`src/rtl/serial_addsub.sv`:
```
// Digit-serial adder/subtractor: D bits per clock, LSB digit first, start/busy/done handshake.
// Define SERIAL_ADDSUB_SAT_EN to saturate the result to the signed limit on overflow.
module serial_addsub #(
  parameter int N = 8,
  parameter int D = 1
) (
  input  logic         clk,
  input  logic         rst,
  input  logic         start,
  input  logic         sub,
  input  logic [N-1:0] a,
  input  logic [N-1:0] b,
  output logic         busy,
  output logic         done,
  output logic [N-1:0] sum,
  output logic         cout,
  output logic         ovf
);

  localparam int DIGITS = N / D;
  localparam int CW     = $clog2(DIGITS) + 1;

  if (N < 2 || (N % D) != 0) begin : g_bad_param
    $error("serial_addsub: N must be >= 2 and a multiple of D");
  end

  typedef enum logic [1:0] {IDLE, RUN, DONE} state_t;

  state_t        state;
  logic [CW-1:0] cnt;
  logic          carry;
  logic [N-1:0]  a_sr;
  logic [N-1:0]  b_sr;
  logic [N-1:0]  res;
  logic          ovf_q;
  logic [D:0]    slice;
  logic          cin_msb;

`ifdef SERIAL_ADDSUB_SAT_EN
  logic sign_q;

  function automatic logic signed [N-1:0] sat_val(input logic neg);
    sat_val = neg ? {1'b1, {(N-1){1'b0}}} : {1'b0, {(N-1){1'b1}}};
  endfunction
`endif

  // Ripple slice over the current low digit of both operands
  always_comb begin
    slice   = {1'b0, a_sr[D-1:0]} + {1'b0, b_sr[D-1:0]} + {{D{1'b0}}, carry};
    // On the last digit, bit D-1 of the slice is the word MSB
    cin_msb = slice[D-1] ^ a_sr[D-1] ^ b_sr[D-1];
  end

  always_ff @(posedge clk or negedge rst) begin
    if (!rst) begin
      state <= IDLE;
      cnt   <= '0;
      carry <= 1'b0;
      a_sr  <= '0;
      b_sr  <= '0;
      res   <= '0;
      ovf_q <= 1'b0;
      busy  <= 1'b0;
      done  <= 1'b0;
`ifdef SERIAL_ADDSUB_SAT_EN
      sign_q <= 1'b0;
`endif
    end else begin
      case (state)
        IDLE: begin
          done <= 1'b0;
          if (start) begin
            a_sr  <= a;
            b_sr  <= sub ? ~b : b;
            carry <= sub;
            cnt   <= '0;
            res   <= '0;
            ovf_q <= 1'b0;
            busy  <= 1'b1;
            state <= RUN;
`ifdef SERIAL_ADDSUB_SAT_EN
            sign_q <= a[N-1];
`endif
          end
        end
        RUN: begin
          res   <= (res >> D) | (N'(slice[D-1:0]) << (N - D));
          a_sr  <= a_sr >> D;
          b_sr  <= b_sr >> D;
          carry <= slice[D];
          cnt   <= cnt + CW'(1);
          if (cnt == CW'(DIGITS - 1)) begin
            ovf_q <= cin_msb ^ slice[D];
            done  <= 1'b1;
            state <= DONE;
          end
        end
        DONE: begin
          done  <= 1'b0;
          busy  <= 1'b0;
          state <= IDLE;
        end
        default: begin
          done  <= 1'b0;
          busy  <= 1'b0;
          state <= IDLE;
        end
      endcase
    end
  end

  assign cout = carry;
  assign ovf  = ovf_q;
`ifdef SERIAL_ADDSUB_SAT_EN
  assign sum  = ovf_q ? sat_val(sign_q) : res;
`else
  assign sum  = res;
`endif

endmodule

```
`config.mk`:
```
export PLATFORM = sky130hd
export DESIGN_NAME = serial_addsub
export DESIGN_NICKNAME = d
export VERILOG_FILES = /design/src/rtl/serial_addsub.sv
export SDC_FILE = /design/constraint.sdc
export NUM_CORES = 1
export LEC_CHECK = 0
export BUFFER_PORTS_ARGS = -buffer_cell sky130_fd_sc_hd__buf_4
export CELL_PAD_IN_SITES_DETAIL_PLACEMENT = 1
export CELL_PAD_IN_SITES_GLOBAL_PLACEMENT = 2
export CORE_UTILIZATION = 31
export DETAILED_ROUTE_END_ITERATION = 10
export PLACE_DENSITY = 0.75
export SLEW_MARGIN = 25
export SYNTH_ARGS = -nofsm -noshare
export SYNTH_HDL_FRONTEND = slang
export SYNTH_SLANG_ARGS = --single-unit
```
`constraint.sdc`:
```
create_clock -name clk -period 1.43 [get_ports clk]
set_input_delay 0.286 -clock clk [delete_from_list [all_inputs] [get_ports clk]]
set_output_delay 0.286 -clock clk [all_outputs]
set_load 0.02 [all_outputs]
```
==> results.md <==
* Status: complete, but fails checks
* Failing checks: setup timing
* Number of enable flip-flop cells after synthesis at 0
* Synth area leaders: dfrtp_1, a21oi_1, a22o_1
* CTS tree: yes
* Final setup viols at 1
* Core footprint at 0.00514 mm²
* Placed Area at 0.00202 mm²
* RSZ-0062 raised after global routing: yes
* Syn Nets at 179
* Top-count cell post-synth: dfrtp_1
* Initial Utilization at 0.324
* Post-synthesis register bit count at 34
* Buf+Inv Stages, Crit Path at 1
* Post-route ant nets at 0
* HP Start: a[4]
* Port-buffer cells at 31
* Pwr Total at 4.85 mW
* Final nets at 223
* First-pass DRT Iterations at 4
* IO Count at 32
* H-tree depth at 2
* Vias at 1359
* First-pass GRT wire length at 6990 µm
* Final Cycle Share at 1.06
* Placed cell count at 261
* Post-route cell area at 0.00214 mm²
* Routability cong. at 0.809
* Sequential area share after synthesis at 0.510
* GR Overflow Total at 0
* Max cap viols at 0
* Final min period at 1.51 ns
* Fillcell total at 606
* Vias in the first global route at approximately 1.4k
* Worst vdd ir at roughly 0.8 mV
* Worst-path fanout max at 2
* Slew headroom at 0.708
* Die Wd at approximately 75 µm
* CP endpoint kind: flop
* DIE AREA at 0.00568 mm²
* Yosys cell types at 32
* P per Cell Area at 2260 mW/mm²
* Post-synth top cells: dfrtp_1, a21oi_1, o21ai_1, a22o_1, xnor2_1
* HP Class: input port to flop
* Vias per cell at between 5 and 6
* Tightest Pin Transition at about 0.44 ns
* Area grow syn2layout at 28.3%
* Avg WL per Cell at around 15 µm
* Highest clock rate at roughly 0.66 GHz
* Pre-CTS setup slack at -0.0664 ns
* Static Leak at 0.955 nW
* Crit path arrival time at 1.68 ns
* Avg Cell Area, Syn at around 11 µm²
* DRT iter0 DRCs at 41
* Mapped Area at 0.00167 mm²
* Hold Path End: a_sr[4]
* Clock sink total at 34
* Layout cells sized above 1 at 0.308
* Largest net degree at the start of global routing at 35
* Antenna diodes at 0
* Slew Viols, Final at 0
* RR Endpoint: ovf
* Row cnt at 26
* DRC violations left at 0
* Num CTS Buffers at 5
* Post-DP HPWL at 2930 µm
* CP Data Required Time at 1.60 ns
* Most area-hungry cell type in the Yosys netlist: dfrtp_1
* FFs w/ async S/R, synth at 1.00
* Hold Path Depth at 3
* Delay-heaviest family, CP: adder cells
* Initial antenna violation count at 0
* Synth warnings at 0
* CTS root buffer: clkbuf_8
* Seq. cell area at about 850 µm²
* Reg2reg start: cout
* Die H at 75.4 µm
* Clk slew on worst S/H paths at 0.07 ns
* Fin worst setup slack at -0.0817 ns
* Layout Skew at 0.00451 ns
* CP cell instances: inv_2, fa_1, xnor2_2, xnor2_1, a22o_1
* Layout Cells excl Fill at about 270
* Top-area cell type share of the netlist area at 0.510
* Worst r2r path cells at 5
* Clock buffer depth at 2
* Latest clock arrival within the worst-skew pair at ~0.27 ns
* CP startpoint kind: flop
* Internal reg-to-reg setup slack at -0.08 ns
* Final number of hold-violating endpoints at 0
* Routed wire length at 4090 µm
* Tot GR Track Use at 0.165
* Multi-input logic area at between 700 and 800 µm²
* Final Core Density at 0.416
* CP peak stage delay at around 0.46 ns
* Syn Inst Count at roughly 160
* Top FF cell, synth: dfrtp_1
* Slowest CP cell: fa_1
* Critical path class: flop to flop
-- worst min-delay path: cells and delay by family --
kind            cells  cell delay [ns]
compound gates      2             0.15
buf+inv             1             0.08
-- through the flow --
step / hold WS (ns) / setup TNS [ns]
after floorplan: -0.00959 / -0.0653
after global placement: 0.262 / -0.0273
after detailed placement: 0.264 / -0.0664
after CTS: 0.276 / -0.0621
after global routing: 0.284 / -0.164
final: 0.286 / -0.0817
-- layout by cell type, fill, tap and decap left out, drive strengths merged, types with 9 or more instances in the layout --
| master | Yosys | routed |
|---|---|---|
| buf | 9 | 47 |
| dfrtp | 34 | 34 |
| a21oi | 18 | 18 |
| o21ai | 13 | 13 |
| a22o | 9 | 9 |
| nor2b | 9 | 9 |
| xnor2 | 9 | 9 |
-- registers in the layout, indices dropped and copies added, names as in the netlist --
register,flops
done,1
a_sr,8
ovf,1
sum,8
cout,1
busy,1
cnt,4
b_sr,8
state,2
-- final cells by class --
cell class	count	share of cell area
tap	70	0.0409
sequential	34	0.398
inverter	6	0.0105
clock buffer	7	0.0404
timing repair buffer	48	0.170
multi-input combinational	106	0.340
-- what timing repair did --
action,in CTS,in global routing
hold buffers,1,0
setup endpoints to repair,1,1
pin swaps,1,1
endpoints found under the hold margin,34,0
resized for setup,2,1
buffers inserted,1,1
-- metal layers --
layer | wire, µm | up-vias | GRT usage | share of wire
li1 | - | 656 | - | -
met1 | 1910 | 675 | 0.226 | 0.47
met2 | 2000 | 24 | 0.264 | 0.49
met3 | 142 | 4 | 0.0357 | 0.035
met4 | 37 | 0 | 0.0494 | 0.0091
met5 | 0 | - | 0 | 0
-- logic make-up after synthesis --
kind of cell,after synthesis,synth area share
compound gates,67,0.267
flops,34,0.510
simple gates,26,0.0878
buf+inv,17,0.0578
xor+xnor,11,0.0578
fa+ha+maj,2,0.0195
-- report_power, final --
group          internal, mW  switching, mW
Clock                 0.382          0.313
Combinational          1.20           1.20
Sequential             1.40          0.350
-- worst max-delay path by stage --
stage | cells past startpoint | from | slack [ns] | end
after global routing | 5 | b_sr[0] | -0.16 | ovf
after CTS | 5 | b_sr[0] | -0.06 | ovf
final | 5 | cout | -0.08 | ovf
after floorplan | 5 | cout | -0.07 | ovf
after detailed placement | 5 | b_sr[0] | -0.07 | ovf
after global placement | 5 | a_sr[0] | -0.03 | ovf
(Power assumes the default switching activity.)
